===== src/rtl/control_unit_pkg.sv =====
// Shared CPU definitions: fetch-FSM and execute-unit state codes, opcodes and instruction fields.
// Used by the control unit, the fetch FSM and the ALU.
package control_unit_pkg;

  localparam int DATA_W         = 8;
  localparam int INSTR_W        = 8;
  localparam int CU_MEM_TIMEOUT = 15;

  localparam int OPC_MSB  = 7;
  localparam int OPC_LSB  = 5;
  localparam int RSVD_BIT = 4;
  localparam int RD_MSB   = 3;
  localparam int RD_LSB   = 2;
  localparam int RS_MSB   = 1;
  localparam int RS_LSB   = 0;

  typedef enum logic [1:0] {
    FSM_FETCH   = 2'b00,
    FSM_DECODE  = 2'b01,
    FSM_EXECUTE = 2'b10
  } fsm_state_t;

  typedef enum logic [2:0] {
    CU_IDLE      = 3'b000,
    CU_READ_OPS  = 3'b001,
    CU_ALU       = 3'b010,
    CU_MEM_REQ   = 3'b011,
    CU_MEM_WAIT  = 3'b100,
    CU_WRITEBACK = 3'b101,
    CU_STORE     = 3'b110,
    CU_DONE      = 3'b111
  } cu_state_t;

  typedef enum logic [2:0] {
    OP_NOP = 3'b000,
    OP_ADD = 3'b001,
    OP_SUB = 3'b010,
    OP_AND = 3'b011,
    OP_OR  = 3'b100,
    OP_MOV = 3'b101,
    OP_LDR = 3'b110,
    OP_STR = 3'b111
  } opcode_t;

  typedef struct packed {
    logic       is_nop;
    logic       is_alu;
    logic       is_ldr;
    logic       is_str;
    opcode_t    opcode;
    logic [1:0] rd;
    logic [1:0] rs;
  } cu_dec_t;

  function automatic opcode_t instr_opcode(input logic [INSTR_W-1:0] instr);
    return opcode_t'(instr[OPC_MSB:OPC_LSB]);
  endfunction

endpackage


===== src/rtl/control_unit_if.sv =====
// Handshake bundle between the fetch/decode FSM (master) and the execute control unit (slave).
// Also carries the data-RAM request/ready pair and the register-file/ALU strobes.
interface control_unit_if
  import control_unit_pkg::*;
();

  logic               ir_load;
  logic [INSTR_W-1:0] instr;
  logic               mem_ready;
  logic [2:0]         cu_state;
  logic [1:0]         ra_addr;
  logic [1:0]         rb_addr;
  logic [2:0]         alu_op;
  logic               reg_we;
  logic               wb_sel;
  logic               mem_re;
  logic               mem_we;
  logic               mem_err;

  modport master (
    output ir_load, instr, mem_ready,
    input  cu_state, ra_addr, rb_addr, alu_op, reg_we, wb_sel, mem_re, mem_we, mem_err
  );

  modport slave (
    input  ir_load, instr, mem_ready,
    output cu_state, ra_addr, rb_addr, alu_op, reg_we, wb_sel, mem_re, mem_we, mem_err
  );

endinterface


===== src/rtl/control_unit_decode.sv =====
// Combinational instruction decode: splits an instruction word into opcode class and
// register fields.
module control_unit_decode
  import control_unit_pkg::*;
(
  input  logic [INSTR_W-1:0] ir,
  output cu_dec_t            dec
);

  opcode_t opcode;
  logic    unused_rsvd;

  assign opcode      = instr_opcode(ir);
  assign unused_rsvd = ir[RSVD_BIT];

  always_comb begin
    dec        = '0;
    dec.opcode = opcode;
    dec.rd     = ir[RD_MSB:RD_LSB];
    dec.rs     = ir[RS_MSB:RS_LSB];
    dec.is_nop = (opcode == OP_NOP);
    dec.is_ldr = (opcode == OP_LDR);
    dec.is_str = (opcode == OP_STR);
    dec.is_alu = !(dec.is_nop || dec.is_ldr || dec.is_str);
  end

endmodule


===== src/rtl/control_unit.sv =====
// Execute-phase sequencer: latches the instruction on ir_load and steps register-file, ALU and
// data-RAM strobes through it, ending with a single DONE cycle as the completion handshake.
//
// state     | meaning
// ----------+----------------------------------------------------------
// IDLE      | waiting for ir_load from the fetch FSM
// READ_OPS  | ra/rb addresses presented, dispatch on opcode class
// ALU       | alu_op valid for one cycle
// MEM_REQ   | RAM request raised, timeout counter cleared
// MEM_WAIT  | request held until mem_ready or timeout
// WRITEBACK | one-cycle reg_we, wb_sel picks ALU or RAM data
// STORE     | bookkeeping cycle after a completed store
// DONE      | one-cycle completion code 3'b111 for the fetch FSM
module control_unit
  import control_unit_pkg::*;
#(
  parameter int MEM_TIMEOUT = CU_MEM_TIMEOUT
) (
  input  logic         clk,
  input  logic         reset_n,
  control_unit_if.slave bus
);

  localparam int CNT_W = $clog2(MEM_TIMEOUT + 1);

  cu_state_t          state;
  logic [INSTR_W-1:0] ir;
  logic [CNT_W-1:0]   tmo_cnt;
  logic [1:0]         ra_addr;
  logic [1:0]         rb_addr;
  logic [2:0]         alu_op;
  logic               reg_we;
  logic               wb_sel;
  logic               mem_re;
  logic               mem_we;
  logic               mem_err;

  logic [INSTR_W-1:0] dec_src;
  cu_dec_t            dec;

  // In IDLE the incoming word is decoded so READ_OPS outputs are valid on entry.
  assign dec_src = (state == CU_IDLE) ? bus.instr : ir;

  control_unit_decode u_decode (
    .ir  (dec_src),
    .dec (dec)
  );

  always_ff @(posedge clk or negedge reset_n) begin
    if (!reset_n) begin
      state   <= CU_IDLE;
      ir      <= '0;
      tmo_cnt <= '0;
      ra_addr <= '0;
      rb_addr <= '0;
      alu_op  <= '0;
      reg_we  <= 1'b0;
      wb_sel  <= 1'b0;
      mem_re  <= 1'b0;
      mem_we  <= 1'b0;
      mem_err <= 1'b0;
    end else begin
      reg_we <= 1'b0;
      wb_sel <= 1'b0;
      alu_op <= '0;
      unique case (state)
        CU_IDLE: begin
          if (bus.ir_load) begin
            ir      <= bus.instr;
            ra_addr <= dec.rd;
            rb_addr <= dec.rs;
            state   <= CU_READ_OPS;
          end
        end
        CU_READ_OPS: begin
          if (dec.is_nop) begin
            state <= CU_DONE;
          end else if (dec.is_alu) begin
            alu_op <= dec.opcode;
            state  <= CU_ALU;
          end else begin
            mem_re <= dec.is_ldr;
            mem_we <= dec.is_str;
            state  <= CU_MEM_REQ;
          end
        end
        CU_ALU: begin
          reg_we <= 1'b1;
          state  <= CU_WRITEBACK;
        end
        CU_MEM_REQ: begin
          tmo_cnt <= '0;
          state   <= CU_MEM_WAIT;
        end
        CU_MEM_WAIT: begin
          // Ready is checked before the terminal count so a late ready still completes cleanly.
          if (bus.mem_ready) begin
            mem_re <= 1'b0;
            mem_we <= 1'b0;
            if (dec.is_ldr) begin
              reg_we <= 1'b1;
              wb_sel <= 1'b1;
              state  <= CU_WRITEBACK;
            end else begin
              state <= CU_STORE;
            end
          end else if (tmo_cnt == CNT_W'(MEM_TIMEOUT - 1)) begin
            mem_re  <= 1'b0;
            mem_we  <= 1'b0;
            mem_err <= 1'b1;
            state   <= CU_DONE;
          end else begin
            tmo_cnt <= tmo_cnt + CNT_W'(1);
          end
        end
        CU_WRITEBACK: state <= CU_DONE;
        CU_STORE:     state <= CU_DONE;
        CU_DONE:      state <= CU_IDLE;
        default:      state <= CU_IDLE;
      endcase
    end
  end

  assign bus.cu_state = state;
  assign bus.ra_addr  = ra_addr;
  assign bus.rb_addr  = rb_addr;
  assign bus.alu_op   = alu_op;
  assign bus.reg_we   = reg_we;
  assign bus.wb_sel   = wb_sel;
  assign bus.mem_re   = mem_re;
  assign bus.mem_we   = mem_we;
  assign bus.mem_err  = mem_err;

endmodule

===== src/flat_wrapper.sv =====
// flat-port wrapper written by rule: the top's interface ports become plain ports
module control_unit_flat import control_unit_pkg::*;
#(
  parameter int MEM_TIMEOUT = CU_MEM_TIMEOUT
)
  (clk, reset_n, bus_ir_load, bus_instr, bus_mem_ready, bus_cu_state, bus_ra_addr, bus_rb_addr, bus_alu_op, bus_reg_we, bus_wb_sel, bus_mem_re, bus_mem_we, bus_mem_err);
  control_unit_if bus_i ();
  input  logic clk;
  input  logic reset_n;
  input wire logic [$bits(bus_i.ir_load)-1:0] bus_ir_load;
  input wire logic [$bits(bus_i.instr)-1:0] bus_instr;
  input wire logic [$bits(bus_i.mem_ready)-1:0] bus_mem_ready;
  output wire logic [$bits(bus_i.cu_state)-1:0] bus_cu_state;
  output wire logic [$bits(bus_i.ra_addr)-1:0] bus_ra_addr;
  output wire logic [$bits(bus_i.rb_addr)-1:0] bus_rb_addr;
  output wire logic [$bits(bus_i.alu_op)-1:0] bus_alu_op;
  output wire logic [$bits(bus_i.reg_we)-1:0] bus_reg_we;
  output wire logic [$bits(bus_i.wb_sel)-1:0] bus_wb_sel;
  output wire logic [$bits(bus_i.mem_re)-1:0] bus_mem_re;
  output wire logic [$bits(bus_i.mem_we)-1:0] bus_mem_we;
  output wire logic [$bits(bus_i.mem_err)-1:0] bus_mem_err;
  assign bus_i.ir_load = bus_ir_load;
  assign bus_i.instr = bus_instr;
  assign bus_i.mem_ready = bus_mem_ready;
  assign bus_cu_state = bus_i.cu_state;
  assign bus_ra_addr = bus_i.ra_addr;
  assign bus_rb_addr = bus_i.rb_addr;
  assign bus_alu_op = bus_i.alu_op;
  assign bus_reg_we = bus_i.reg_we;
  assign bus_wb_sel = bus_i.wb_sel;
  assign bus_mem_re = bus_i.mem_re;
  assign bus_mem_we = bus_i.mem_we;
  assign bus_mem_err = bus_i.mem_err;
  control_unit #(.MEM_TIMEOUT(MEM_TIMEOUT)) u_core (.clk(clk), .reset_n(reset_n), .bus(bus_i));
endmodule

===== config.mk =====
export PLATFORM = sky130hd
export DESIGN_NAME = control_unit_flat
export DESIGN_NICKNAME = d
export VERILOG_FILES = /design/src/rtl/control_unit_pkg.sv /design/src/rtl/control_unit_if.sv /design/src/rtl/control_unit_decode.sv /design/src/rtl/control_unit.sv /design/src/flat_wrapper.sv
export SDC_FILE = /design/constraint.sdc
export NUM_CORES = 1
export LEC_CHECK = 0
export CAP_MARGIN = 20
export CORE_UTILIZATION = 47
export DETAILED_ROUTE_END_ITERATION = 8
export PLACE_DENSITY = 0.84
export SLEW_MARGIN = 20
export SYNTH_ARGS = -nofsm -noshare
export SYNTH_HDL_FRONTEND = slang
export SYNTH_SLANG_ARGS = --single-unit
export TNS_END_PERCENT = 5

===== constraint.sdc =====
create_clock -name clk -period 1.8 [get_ports clk]
set_clock_uncertainty 0.05 [all_clocks]
set_input_delay 0.27 -clock clk [delete_from_list [all_inputs] [get_ports clk]]
set_output_delay 0.27 -clock clk [all_outputs]
set_load 0.01 [all_outputs]

# After elaboration in Yosys (flattened, before gate mapping)
# Index checks and enable logic that the tools add are counted.
# totals
regBits,27
out_inout_bits,15
wordCells,67
# op_classes
addsub,1
mux,26
n_bitwise,1
n_eq_ne,16
n_reduce_logical,12
# ops
operator,n
3-bit 2-to-1 mux,7
3-bit case mux with 7 select lines,1
3-bit equality test (second input constant),6
1-bit 2-to-1 mux,10
2-bit != test (second input constant),5
4-bit 2-to-1 mux,2
8-bit 2-to-1 mux,1
4-bit case mux with 2 select lines,1
3-bit by 2-bit equality test with 1-bit output (second input constant),2
3-bit logical NOT,2
1-bit case mux with 2 select lines,3
3-bit AND reduction,2
4-bit by 1-bit adder with 4-bit output (second input constant),1
4-bit equality test (second input constant),1
2-bit AND reduction,2
4-bit AND reduction,1
2-bit nonzero test,2
3-bit by 1-bit equality test with 1-bit output (second input constant),1
3-bit by 2-bit != test with 1-bit output (second input constant),1
1-bit logical OR,2
2-bit 2-to-1 mux,1
2-bit OR reduction,1
1-bit inverter,1

# Logic depth before layout (Yosys ltp)
# logic_depth
ltp_word,8
ltp_mapped,6
ltp_nobuf,6

# Modules after synthesis
# Synthesis repeated with hierarchy kept, for this count alone.
# hier_totals
cells_unflattened,113
hier_area_um2,1366.3
# modules_own_cells
mod,cells_per_inst,instances,area_per_inst_um2,seq_area_each_um2
control_unit,101,1,1283.7,675.6
control_unit_decode,12,1,82.6,0.0

# Worst setup path after synthesis
# Ideal clock, no wire load.
# synth_timing
path_type,register to register
start,"register u_core.state[1], in the netlist u_core.bus.cu_state[1]"
end,"register u_core.state[1], in the netlist u_core.bus.cu_state[1]"
setup_slack_ns,0.159
path_buffers,1
t_required_ns,1.612
period_less_slack_ns,1.641
arrival_time_ns,1.452
stages_incl_launch_ff,6
cell_sequence,dfrtp_1 -> buf_6 -> nor3_2 -> mux2_4 -> a2111oi_2 -> a211oi_1
# synth_between
elab_chain_len,6
# synth_rtl
item,line_no,text
"start, declared",control_unit.sv:26,cu_state_t state;
"start signal, assigned",control_unit.sv:51,state <= CU_IDLE;
"start signal, assigned",control_unit.sv:72,state <= CU_READ_OPS;
"start signal, assigned",control_unit.sv:77,state <= CU_DONE;
3-bit logical NOT,"control_unit.sv:42, control_unit.sv:66",
8-bit 2-to-1 mux,control_unit.sv:42,assign dec_src = (state == CU_IDLE) ? bus.instr : ir;
3-bit equality test,control_unit_decode.sv:22,dec.is_ldr = (opcode == OP_LDR);
2-bit 2-to-1 mux,control_unit.sv:100,if (dec.is_ldr) begin
3-bit 2-to-1 mux,control_unit.sv:97,if (bus.mem_ready) begin
3-bit case mux with 7 select lines,control_unit.sv:66,unique case (state)
# Parallel ways exist; a longest one is shown, timed or not.
# A chain may end at the register's enable or synchronous reset.

# Worst setup path after layout
# layout_timing
start,"register u_core.state[1], in the netlist u_core.bus.cu_state[1]"
end,output bus_cu_state[1]
# layout_rtl
item,line_no,text
"end, declared",flat_wrapper.sv:13,output wire logic [$bits(bus_i.cu_state)-1:0] bus_cu_state;
# No word-level cell between the ends.

==> run metrics <==
hpwl dp roughly 1.8 mm; initial antenna violation count 0; R2R Path Start u_core.tmo_cnt[0]; Starting Density 50.1%; hold slack 0.243 ns; final hold vios 0; All-Layer GR Usage 23.3%; synth unique cells 35; Synth Cell Area approximately 1100 µm²; RSZ-0062 raised after global routing true; max cap viols 0; Data arrival, critical path 1.43 ns; pwr/cell area 1470 nW/µm²; RD Place Congestion 0.815; CTS tree done; global route overflow 0; startpoint types flop; CTS Hold Bufs 0; crit share post-route about 100%; Reg clk slew, reported paths between 0.1 and 0.15 ns; Die Wd 50.6 µm; Net count, final 169; Core ar. around 2200 µm²; Clk Latency, worst-skew pair 0.31 ns; synthesized instance count between 100 and 150; DRT Wirelength 2.56 mm; Setup-failing EPs final 0; Place WS -0.00545 ns; min setup slack post-route approximately 0.047 ns; die area 2560 µm²; Main synth FF type dfrtp_1; Slew Viols, Final 0; critical path type reg -> out; clk root buf clkbuf_4; Via Count between 1000 and 1500; Routed wire per std cell 14.1 µm; layout cell share with drive strength beyond 1 17.5%; grt met1 use 31.7%; Clock Sinks 22; Num CTS Buffers 3; crit path from u_core.bus.cu_state[1]; critical path fanouts, max 17; Max Fclk 570 MHz; IO Count 27; DRT antenna net count 0; DRC violations left 0; initial DRC count 30; Hold Path Class in -> async; syn_nets 133; Detailed Routing Iterations Pass 1 4; final critical-path required period 1.75 ns; FP Rows 17; H-tree Lvls 1; Slew @ Worst Pin 0.304 ns; clock buffer depth 2; Via density 5.61; Post-synth EDFFs 0; Seq/Total Area, Yosys between 40% and 50%; Yosys warnings 0; first-pass GRT wire length 4.38 mm; Area Growth Syn to Fin 38.7%; number of diodes 0; WP data required 1.48 ns; met2 GRT Util around 36%; leakage power 0.676 nW; GRT busiest layer met2; Post-synth ARST share 100%; largest net degree at the start of global routing 23; PnR Total Power roughly 2.3 mW; status complete, no violations; M3 GR Usage 3.94%; most common cell after layout, fill and taps aside nand2_1; most frequent cells in the layout 29 x nand2_1, 23 x clkdlybuf4s50_1, 19 x dfrtp_1, 13 x buf_4; Worst slew margin 79.5%; Synth Area per Inst 9.32 µm²; worst reg2reg path depth 6; Worst VDD drop 0.919 mV; synthesis-stage register bit count 22; die span in y 50.6 µm; CP endpoint kind output port; I/O Buffers 25; vias in the first global route approximately 950
-- final cells by class --
cell class,instances,area [µm²]
timing repair buffer,39,364
multi-input combinational,87,541
sequential,22,554
clock buffer,4,36.3
tap,28,35.0
inverter,2,7.51
fill,178,674
-- per-layer routing --
layer | wire length [µm] | share of wire, %
met4 | 44 | 1.7
met2 | 1190 | 47
met3 | 150 | 5.9
met1 | 1170 | 46
met5 | 0 | 0
-- cell families after synthesis --
| group | Yosys count | share of synthesized area, % |
|---|---|---|
| simple gates | 59 | 26.6 |
| compound gates | 24 | 14.4 |
| flops | 22 | 49.7 |
| buf+inv | 10 | 4.63 |
| mux | 2 | 2.37 |
| fa+ha+maj | 2 | 2.26 |
-- worst paths after layout --
kind | endpoint | slack (ns)
hold reg to reg | u_core.bus.mem_err | 0.43
setup reg to reg | u_core.tmo_cnt[3] | 0.14
min in group clk | u_core.bus.mem_err | 0.43
setup / recovery | bus_cu_state[1] | 0.05
max in group asynchronous | u_core.bus.cu_state[0] | 1.22
hold / removal | u_core.bus.wb_sel | 0.24
-- cells in the mapped netlist (2+ instances only) --
| library cell | n | share of area (%) |
|---|---|---|
| nand2_1 | 29 | 9.8 |
| nand3b_1 | 2 | 1.4 |
| dfrtp_1 | 22 | 50 |
| nor3_1 | 2 | 0.90 |
| nor3b_1 | 3 | 2.0 |
| a31oi_1 | 2 | 1.1 |
| nor2_1 | 6 | 2.0 |
| buf_2 | 5 | 2.3 |
| inv_1 | 2 | 0.68 |
| clkbuf_1 | 2 | 0.68 |
| nand3_1 | 6 | 2.7 |
| o21ai_0 | 6 | 2.7 |
| o22ai_1 | 2 | 1.1 |
| a21oi_1 | 5 | 2.3 |
| a22oi_1 | 2 | 1.4 |
| nand2b_1 | 2 | 1.1 |
| a211oi_1 | 2 | 1.4 |
| ha_1 | 2 | 2.3 |
-- registers in the layout (all words and copies together), names as in the netlist --
register,count
u_core.tmo_cnt,4
u_core.bus.alu_op,3
u_core.bus.cu_state,3
u_core.ir,3
u_core.bus.ra_addr,2
u_core.bus.rb_addr,2
u_core.bus.mem_err,1
u_core.bus.mem_re,1
u_core.bus.mem_we,1
u_core.bus.reg_we,1
u_core.bus.wb_sel,1
-- report_power, final --
group | internal (mW) | leakage [nW] | switching [mW] | total, mW
combinational | 0.583 | 0.373 | 0.571 | 1.15
clock | 0.123 | 0.0210 | 0.153 | 0.276
sequential | 0.674 | 0.282 | 0.157 | 0.830
total | 1.38 | 0.676 | 0.881 | 2.26
-- critical path, cell delays in order (launching register included) --
cell             delay [ns]
dfrtp_1                0.39
buf_6                  0.18
clkdlybuf4s50_1        0.55
-- through the flow --
| step | setup TNS, ns | std cells | area (µm²) | util, % |
|---|---|---|---|---|
| CTS | 0 | 180 | 1480 | 67.0 |
| global placement | 0 | 176 | 1440 | 65.1 |
| global route | -0.0132 | 182 | 1540 | 69.5 |
| detailed placement | -0.00545 | 176 | 1440 | 65.1 |
| finish | 0 | 182 | 1540 | 69.5 |
| floorplan | 0 | 119 | 1110 | - |
-- what timing repair did --
item,CTS,global route
setup endpoints to repair,3,5
resized for setup,3,7
buffers inserted,0,2
pin swaps,0,1
(Power assumes the default switching activity.)
